## src/rtl/key_valid_ctrl.sv

```systemverilog
// Push-button front end for the LED chaser: synchronize, debounce and classify presses.
// A short press toggles valid, a long press forces it low; every output is a flop.
module key_valid_ctrl #(
    parameter int unsigned DEBOUNCE_CNT = 999_999,
    parameter int unsigned LONG_CNT     = 49_999_999,
    parameter logic        KEY_ACTIVE   = 1'b0
) (
    input  logic sys_clk,
    input  logic rst,
    input  logic key_in,
    output logic valid,
    output logic key_state,
    output logic press_pulse,
    output logic long_pulse
);

    localparam int DB_W   = (DEBOUNCE_CNT > 0) ? $clog2(DEBOUNCE_CNT + 1) : 1;
    localparam int HOLD_W = (LONG_CNT > 0) ? $clog2(LONG_CNT + 1) : 1;

    localparam logic [DB_W-1:0]   DB_MAX   = DB_W'(DEBOUNCE_CNT);
    localparam logic [HOLD_W-1:0] HOLD_MAX = HOLD_W'(LONG_CNT);

    typedef enum logic [1:0] {
        ST_IDLE    = 2'd0,
        ST_PRESSED = 2'd1,
        ST_LONG    = 2'd2
    } state_t;

    function automatic logic [DB_W-1:0] db_inc(input logic [DB_W-1:0] cnt);
        db_inc = (cnt == DB_MAX) ? cnt : cnt + 1'b1;
    endfunction

    function automatic logic [HOLD_W-1:0] hold_inc(input logic [HOLD_W-1:0] cnt);
        hold_inc = (cnt == HOLD_MAX) ? cnt : cnt + 1'b1;
    endfunction

    logic key_meta_p0;
    logic key_raw_p1;
    logic key_sync_p2;

    logic [DB_W-1:0] db_cnt;

    state_t            state;
    state_t            state_nxt;
    logic [HOLD_W-1:0] hold_cnt;
    logic [HOLD_W-1:0] hold_nxt;
    logic              valid_nxt;
    logic              press_nxt;
    logic              long_nxt;

    // Stage p0/p1: two-flop synchronizer, idle at the released pin level.
    // Stage p2: polarity-normalized copy, 1 = pressed.
    always_ff @(posedge sys_clk or posedge rst) begin
        if (rst) begin
            key_meta_p0 <= ~KEY_ACTIVE;
            key_raw_p1  <= ~KEY_ACTIVE;
            key_sync_p2 <= 1'b0;
        end else begin
            key_meta_p0 <= key_in;
            key_raw_p1  <= key_meta_p0;
            key_sync_p2 <= (key_raw_p1 == KEY_ACTIVE);
        end
    end

    // Debounce: a mismatch must survive DEBOUNCE_CNT+1 consecutive samples.
    always_ff @(posedge sys_clk or posedge rst) begin
        if (rst) begin
            db_cnt    <= '0;
            key_state <= 1'b0;
        end else if (key_sync_p2 == key_state) begin
            db_cnt <= '0;
        end else if (db_cnt == DB_MAX) begin
            db_cnt    <= '0;
            key_state <= key_sync_p2;
        end else begin
            db_cnt <= db_inc(db_cnt);
        end
    end

    // Press classifier: release is checked before the long-press threshold.
    always_comb begin
        state_nxt = state;
        hold_nxt  = hold_cnt;
        valid_nxt = valid;
        press_nxt = 1'b0;
        long_nxt  = 1'b0;
        case (state)
            ST_IDLE: begin
                if (key_state) begin
                    state_nxt = ST_PRESSED;
                    hold_nxt  = '0;
                end
            end
            ST_PRESSED: begin
                if (!key_state) begin
                    press_nxt = 1'b1;
                    valid_nxt = ~valid;
                    state_nxt = ST_IDLE;
                end else if (hold_cnt == HOLD_MAX) begin
                    long_nxt  = 1'b1;
                    valid_nxt = 1'b0;
                    state_nxt = ST_LONG;
                end else begin
                    hold_nxt = hold_inc(hold_cnt);
                end
            end
            ST_LONG: begin
                if (!key_state) begin
                    state_nxt = ST_IDLE;
                end
            end
            default: begin
                state_nxt = ST_IDLE;
                hold_nxt  = '0;
            end
        endcase
    end

    always_ff @(posedge sys_clk or posedge rst) begin
        if (rst) begin
            state       <= ST_IDLE;
            hold_cnt    <= '0;
            valid       <= 1'b0;
            press_pulse <= 1'b0;
            long_pulse  <= 1'b0;
        end else begin
            state       <= state_nxt;
            hold_cnt    <= hold_nxt;
            valid       <= valid_nxt;
            press_pulse <= press_nxt;
            long_pulse  <= long_nxt;
        end
    end

endmodule

```

## config.mk

```make
export PLATFORM = sky130hd
export DESIGN_NAME = key_valid_ctrl
export DESIGN_NICKNAME = d
export VERILOG_FILES = /design/src/rtl/key_valid_ctrl.sv
export SDC_FILE = /design/constraint.sdc
export NUM_CORES = 1
export LEC_CHECK = 0
export CAP_MARGIN = 0
export CORE_ASPECT_RATIO = 0.7
export CORE_MARGIN = 2
export CORE_UTILIZATION = 55
export CTS_CLUSTER_SIZE = 30
export DETAILED_ROUTE_END_ITERATION = 10
export HOLD_SLACK_MARGIN = 0.02
export PLACE_DENSITY_LB_ADDON = 0.15
export SYNTH_ARGS = -nofsm -noshare
export SYNTH_HDL_FRONTEND = slang
export SYNTH_SLANG_ARGS = --single-unit
export TNS_END_PERCENT = 20
```

## constraint.sdc

```tcl
create_clock -name sys_clk -period 3.3 [get_ports sys_clk]
set_input_delay 0.66 -clock sys_clk [delete_from_list [all_inputs] [get_ports sys_clk]]
set_output_delay 0.66 -clock sys_clk [all_outputs]
set_load 0.02 [all_outputs]
```

Yosys cells after proc, flatten, opt, wreduce, memory -nomap -nowiden:

Index checks and enable logic that the tools add are counted.
W data, S select, Z words.

* $add $sub $neg: 2
* $mul: 0
* divide/modulo/power cells: 0
* $lt $le $gt $ge: 0
* equality and inequality tests: 11
* shift operators: 0
* muxes and demuxes: 18
* bitwise operators: 4
* reduce and logical (&&, ||, !) cells: 5

Operators by type and width (number)
* $mux W26: 3
* $pmux W26 S3: 1
* $mux W20: 2
* $add A26 B1 Y26 const B: 1
* $eq A26 B26 Y1 const B: 1
* $add A20 B1 Y20 const B: 1
* $eq A20 B20 Y1 const B: 1
* $mux W2: 4
* $ne A2 B2 Y1 const B: 4
* $mux W1: 7
* $pmux W2 S3: 1
* $not A1 Y1: 4
* $reduce_and A2 Y1: 2
* $reduce_and A4 Y1: 1
* $ne A3 B3 Y1 const B: 1
* $reduce_and A3 Y1: 1
* $eq A2 B1 Y1 const B: 1
* $eq A2 B2 Y1 const B: 1
* $logic_not A2 Y1: 1
* $ne A2 B1 Y1 const B: 1
* $eq A1 B1 Y1: 1

* flip-flop bits (word level): 55
* latch bits: 0
* memory bits (writable): 0
* bits in read-only memories: 0
* input port bits: 3
* output and inout port bits: 4
* logic and storage cells: 50
* memories: 0

Logic depth before layout (Yosys ltp):

Gate-level depths: netlist (run 1).

* depth in word-level cells: 4
* depth in mapped cells: 8
* gate-level depth less buffers: 6

Worst setup path after synthesis (run 1):

Ideal clock, no wire load.

* path kind: flip-flop to flip-flop
* start point: register hold_cnt[0]
* end point: register hold_cnt[22]
* library setup time: 0.124 ns
* arrival: 1.744 ns
* required time: 3.176 ns
* setup slack: 1.432 ns
* stages on the path, launching flop included: 8
* path buffers: 1
* clock period less this slack: 1.868 ns
* cells stage by stage: dfrtp_1 ha_1 and3_1 nand4_1 nor3_1 buf_2 or2_2 a211o_1

* cells in the longest elaborated chain, start to end: 4
* elaborated cells between the ends (all ways): 7
* classes of those cells: 1 x add/sub; 2 x eq/ne; 3 x mux; 1 x reduce/logical

Ends and longest elaborated chain
* start, declared: RTL line 45 `logic [HOLD_W-1:0] hold_cnt;`
* start signal, assigned: RTL line 128 `hold_cnt <= hold_nxt;`
* $add A26 B1 Y26: RTL line 34 `hold_inc = (cnt == HOLD_MAX) ? cnt : cnt + 1'b1;`
* $mux W26: RTL line 99 `end else if (hold_cnt == HOLD_MAX) begin`
* $mux W26: RTL line 95 `if (!key_state) begin`
* $pmux W26 S3: RTL line 87 `case (state)`

Several ways; a longest one is shown, not always the timed one. The select of a mux whose other input is x is not followed.
A chain may end at the register's enable or synchronous reset.

Worst setup path in the final report (run 1):

* start point: register hold_cnt[0]
* end point: register hold_cnt[20]

The elaborated chain is that of the path after synthesis.

==> results of run 1 <==
-- layout make-up --
type                    count  area share [%]
clock inverters             3           2.118
repair buffers             13           3.529
flip-flops and latches     55           43.22
multi-input cells         228           45.10
well taps                  72           2.824
inverters                   9           1.059
clock buffers               5           2.157
-- flip-flops by register name (all words and copies together) (netlist names) --
signal and flops:
db_cnt 20, hold_cnt 26, key_meta_p0 1, key_raw_p1 1, key_state 1, key_sync_p2 1, long_pulse 1, press_pulse 1
state 2, valid 1
-- per-stage QoR --
| step | utilization [%] | hold slack [ns] | setup slack (ns) | cells | instance area [um2] |
|---|---|---|---|---|---|
| 6_report | 61.33 | 0.3629 | 0.7816 | 385 | 3191 |
| 5_1_grt | 61.33 | 0.3724 | 0.5568 | 385 | 3191 |
| 3_5_place_dp | 58.71 | 0.3493 | 0.8166 | 377 | 3054 |
| 3_3_place_gp | 58.71 | 0.3479 | 0.8832 | 377 | 3054 |
| 2_1_floorplan | - | 0.3452 | 1.300 | 309 | 2932 |
| 4_1_cts | 61.33 | 0.3646 | 0.8068 | 385 | 3191 |
-- power breakdown --
group / internal [W] / switching, W / total (W) / leakage (nW)
clock: 0.000302 / 0.000219 / 0.000521 / 0.0644
sequential: 0.000679 / 0.00000469 / 0.000684 / 0.757
combinational: 0.00000760 / 0.0000211 / 0.0000287 / 0.477
-- cell families after synthesis --
| logic type | share of synthesized area, % |
|---|---|
| adders and majority gates | 0.8535 |
| DFF | 47.03 |
| and+or+nand+nor | 29.15 |
| xor gates and xnor gates | 5.975 |
| buffers and inverters | 3.969 |
| AOI/OAI and AO/OA | 13.02 |
-- layout by cell type, fill, tap and decap left out, types with 7 or more instances in the layout --
master and instances:
o21ai_0 7, xnor2_1 13, a31oi_1 26, inv_1 8, o31ai_1 7, nor2_1 34
dfrtp_1 53, nand2_1 15, xor2_1 7, nand3_1 26, buf_4 7, nor3_1 7
and3_1 14, nand4_1 12
-- routing by layer --
| layer | vias up | wire length [um] | GRT usage, % |
|---|---|---|---|
| li1 | 1145 | - | - |
| met4 | 0 | 46 | 6.061 |
| met2 | 91 | 2607 | 32.96 |
| met1 | 1106 | 3371 | 38.53 |
| met3 | 7 | 556 | 5.116 |
| met5 | - | 0 | 0 |
-- worst paths after layout --
kind	from	end	slack (ns)	depth (start not counted)
setup / recovery	hold_cnt[0]$_DFFE_PP0P_	hold_cnt[20]$_DFFE_PP0P_	0.78	6
hold / removal	key_meta_p0$_DFF_PP1_	key_raw_p1$_DFF_PP1_	0.36	0
setup reg to reg	hold_cnt[0]$_DFFE_PP0P_	hold_cnt[20]$_DFFE_PP0P_	0.78	6
hold reg to reg	key_meta_p0$_DFF_PP1_	key_raw_p1$_DFF_PP1_	0.36	0
max in group asynchronous	rst	key_meta_p0$_DFF_PP1_	2.01	3
min in group asynchronous	rst	hold_cnt[16]$_DFFE_PP0P_	0.63	2
-- synth_stat cells (2+ instances only) --
cell type,n,area share (%)
a21oi_1,4,0.68
a31oi_1,26,5.5
a41oi_1,3,0.90
and3_1,14,3.0
and4_1,4,1.2
and4b_1,2,0.68
buf_2,11,1.9
clkbuf_1,4,0.51
dfrtp_1,53,45
dfstp_2,2,1.8
ha_1,2,0.85
inv_1,9,1.2
nand2_1,15,1.9
nand2b_1,2,0.43
nand3_1,26,4.4
nand4_1,12,2.6
nor2_1,35,4.5
nor3_1,7,1.2
nor3_2,2,0.68
nor4_1,4,0.85
nor4b_1,2,0.60
o21ai_0,7,1.2
o21ai_1,2,0.34
o31ai_1,7,1.8
or2_2,2,0.43
or3b_1,2,0.60
or4_1,4,1.0
xnor2_1,13,3.9
xor2_1,7,2.1
-- critical path: stages (launching register included) --
cell and delay [ns]:
dfrtp_1 0.42, ha_1 0.25, and3_1 0.23, nand4_1 0.14
or2_1 0.82, nand2_2 0.26, o31ai_1 0.30
==> flow_summary.toml, run 1 <==
[detailed_routing]
drt_first_pass_iters = 6
via_per_inst = 6.101
drtIter0Drc = 177
routedWlPerCell_um = 17.09
postRouteAntennaNets = 0
routed_wl_mm = 6.581
drc = 0
vias = 2349

[yosys]
syn_inst = 309
synth_area_per_cell_um2 = 9.487
synth_nets = 314
yosys_warnings = 0
synth-seq-cells = 55
synth_edf_count = 0
yosys_most_used_dff = "dfrtp_1"
async_flop_share_pct = 100.0
synth.distinct_cells = 55
ys_seq_area_share_pct = 47.03
netlist_area_um2 = 2932

[worst_setup_path]
crit_type = "reg -> reg"
path_max_fanout = 31
crit_arrival_ns = 2.73
startpoint_type = "flip-flop"
crit_required_ns = 3.51
worst_setup_path_end_kind = "flip-flop"

[floorplanning]
rows = 22
start_util_pct = 56.35
ioPinCount = 7
core_um2 = 5202
die_h_um = 65.08
die_x_um = 91.26
die_area_um2 = 5939

[worst_hold_path]
hold_class = "reg -> reg"

[flow_run]
max-cap-violations = 0

[finish]
fillers = 447
areaGrowthSynthToFinish_pct = 8.835
nets = 317
ff_latch_area_um2 = 1379
drive_gt1_share_pct = 9.904
num_antenna_cells = 0
multi_input_area_um2 = 1439

[timing]
hold_violations = 0
final.period_utilization_pct = 76.31
finalCriticalPeriod_ns = 2.518
rsz0062_at_grt = "false"
finalSetupViolCount = 0
drv_slew = 0
fmax_mhz = 397.1
setup-tns-final_ns = 0
fin_worst_skew_ns = 0.008005
timing.slew.headroom_pct = 30.58
worstMarginPinSlew_ns = 1.041

[place]
port_buffers = 6
gp_congestion = 0.8863
dp.final_hpwl_mm = 4.581

[global_route]
first_global_vias = 2251
antenna_found_initial = 0
grt_usage_pct = 24.15
grt_max_degree = 32
grt.overflow.total = 0
grt_pass1_wl_mm = 11.34

[clock_network]
cts_resized = 0
cts_tree = "yes"
cts_buffers = 5
clk_latency_ns = 0.31
postCtsSetupRepairBufs = 0
cts_root_buf = "clkbuf_8"
clock-sinks = 55
path_clk_slew_ns = 0.09
clockBufferDepth = 2
ctsHoldBuffers = 0
htreeDepth = 2

[power_and_ir_drop]
finalPower_w = 0.001234
ir_drop_uv = 194.8
p_per_area_nw_per_um2 = 386.8
power_leakage_nw = 1.298

[status]
status = "complete, no violations"
(Power assumes the default switching activity.)
==> inputs of run 2 (changes only) <==
==> constraint.sdc (replaced) <==
create_clock -name sys_clk -period 2.6 [get_ports sys_clk]
set_input_delay 0.52 -clock sys_clk [delete_from_list [all_inputs] [get_ports sys_clk]]
set_output_delay 0.52 -clock sys_clk [all_outputs]
set_load 0.02 [all_outputs]
==> flow_summary.toml, run 2 (synthesis gave the netlist of run 1 again) <==
[status]
status = "complete, no violations"

[floorplanning]
rows = 22
die_x_um = 91.26
ioPinCount = 7
die_h_um = 65.08
core_um2 = 5202
die_area_um2 = 5939
start_util_pct = 56.35

[finish]
layout_common_cells = "dfrtp_1, nor2_1, nand3_1, a31oi_1, nand2_1"
drive_gt1_share_pct = 9.904
layoutNonFillerInstCount = 385
final_common_cell = "dfrtp_1"
largest-register = "hold_cnt"
largest_reg_flops = 26
nets = 317
num_antenna_cells = 0
areaGrowthSynthToFinish_pct = 7.640
reg_top3 = "hold_cnt x26, db_cnt x20, state x2"

[timing]
setup-tns-final_ns = 0
hold_violations = 0
final.period_utilization_pct = 91.71
rsz0062_at_grt = "false"
finalCriticalPeriod_ns = 2.384
finalSetupViolCount = 0
fin_worst_skew_ns = 0.01004
timing.slew.headroom_pct = 24.32
fmax_mhz = 419.4
drv_slew = 0
worstMarginPinSlew_ns = 1.131

[global_route]
antenna_found_initial = 0
grt.overflow.total = 0
grt_max_degree = 56
grt_pass1_wl_mm = 11.45
grt_usage_pct = 24.14
first_global_vias = 2328

[clock_network]
ctsHoldBuffers = 0
clk_latency_ns = 0.31
clockBufferDepth = 2
cts_root_buf = "clkbuf_8"
cts_buffers = 5
clock-sinks = 55
path_clk_slew_ns = 0.10
postCtsSetupRepairBufs = 0
htreeDepth = 2
cts_resized = 0
cts_tree = "yes"

[place]
port_buffers = 6
gp_congestion = 0.8635
dp.final_hpwl_mm = 4.313
numPlacedInstances = 377

[detailed_routing]
routedWlPerCell_um = 16.73
vias = 2404
postRouteAntennaNets = 0
routed_wl_mm = 6.440
drtIter0Drc = 208
drc = 0
via_per_inst = 6.244
drt_first_pass_iters = 5

[power_and_ir_drop]
power_leakage_nw = 1.275
ir_drop_uv = 332.7
p_per_area_nw_per_um2 = 438.3

[worst_setup_path]
cp_cell_sequence = "ha_1, and3_1, nand4_1, nor3_1, nor2_1, a31oi_1"
startpoint_type = "flip-flop"
crit_path_max_incr_delay_ns = 0.87
path_max_fanout = 15
cp-startpoint = "hold_cnt[0]$_DFFE_PP0P_"
crit_type = "reg -> reg"
crit_required_ns = 2.74
r2r-start = "hold_cnt[0]$_DFFE_PP0P_"
worst_path_max_delay_cell = "nor2_1"
crit_arrival_ns = 2.52
worst_setup_path_end_kind = "flip-flop"

[worst_hold_path]
hold_class = "reg -> reg"
hp-start = "key_meta_p0$_DFF_PP1_"

[flow_run]
max-cap-violations = 0
## run 2: cell count changes in the layout (fill, tap and decap cells not counted), sizes merged
| cell | change |
|---|---|
| clkinvlp | +1 |
| bufinv | -2 |
| clkinv | +1 |
## run 2: metal layers
layer | up-vias | global-route usage (%) | part of all wire (%)
met4 | 0 | 6.629 | 1.0
met5 | - | 0 | 0
li1 | 1152 | - | -
met3 | 6 | 6.163 | 8.2
met1 | 1154 | 36.96 | 50
met2 | 92 | 33.61 | 40
## run 2: layout make-up
class | count | area [um2]
Tap cell | 72 | 90.09
Sequential cell | 55 | 1379
Fill cell | 437 | 2047
Clock buffer | 5 | 68.82
Timing Repair Buffer | 13 | 125.1
Inverter | 9 | 33.78
Multi-Input combinational cell | 228 | 1439
Clock inverter | 3 | 20.02
## run 2: metrics by stage
step / utilization (%) / setup WS, ns / cell area [um2] / power (W) / hold WS (ns)
after floorplan: - / 0.7323 / 2932 / 0.0009084 / 0.3452
after global placement: 58.95 / 0.3383 / 3067 / 0.0009230 / 0.3471
after detailed placement: 58.95 / 0.3309 / 3067 / 0.0009236 / 0.3468
after CTS: 60.65 / 0.3047 / 3156 / 0.001399 / 0.3615
after global routing: 60.65 / 0.006606 / 3156 / 0.001428 / 0.3655
final: 60.65 / 0.2156 / 3156 / 0.001383 / 0.3609
## run 2: final timing paths
check	slack [ns]	depth (start not counted)	endpoint
max in group asynchronous	1.72	3	key_raw_p1$_DFF_PP1_
worst max register to register	0.22	6	hold_cnt[17]$_DFFE_PP0P_
worst max-delay path	0.22	6	hold_cnt[17]$_DFFE_PP0P_
worst min-delay path	0.36	0	key_raw_p1$_DFF_PP1_
min in group asynchronous	0.57	3	db_cnt[14]$_DFF_PP0_
worst min register to register	0.36	0	key_raw_p1$_DFF_PP1_
## run 2: worst max-delay path: cells and delay by family (launching register included)
family | cells | cell delay (ns)
flip-flops | 1 | 0.43
adder cells (fa/ha/maj) | 1 | 0.25
AND/OR/NAND/NOR | 4 | 1.33
AO/OA/AOI/OAI | 1 | 0.21
## run 2: power by group
| group | internal, W | switching (W) | total, W |
|---|---|---|---|
| Clock | 0.000188 | 0.000290 | 0.000478 |
| Combinational | 0.0000109 | 0.0000262 | 0.0000371 |
| Sequential | 0.000862 | 0.00000583 | 0.000868 |
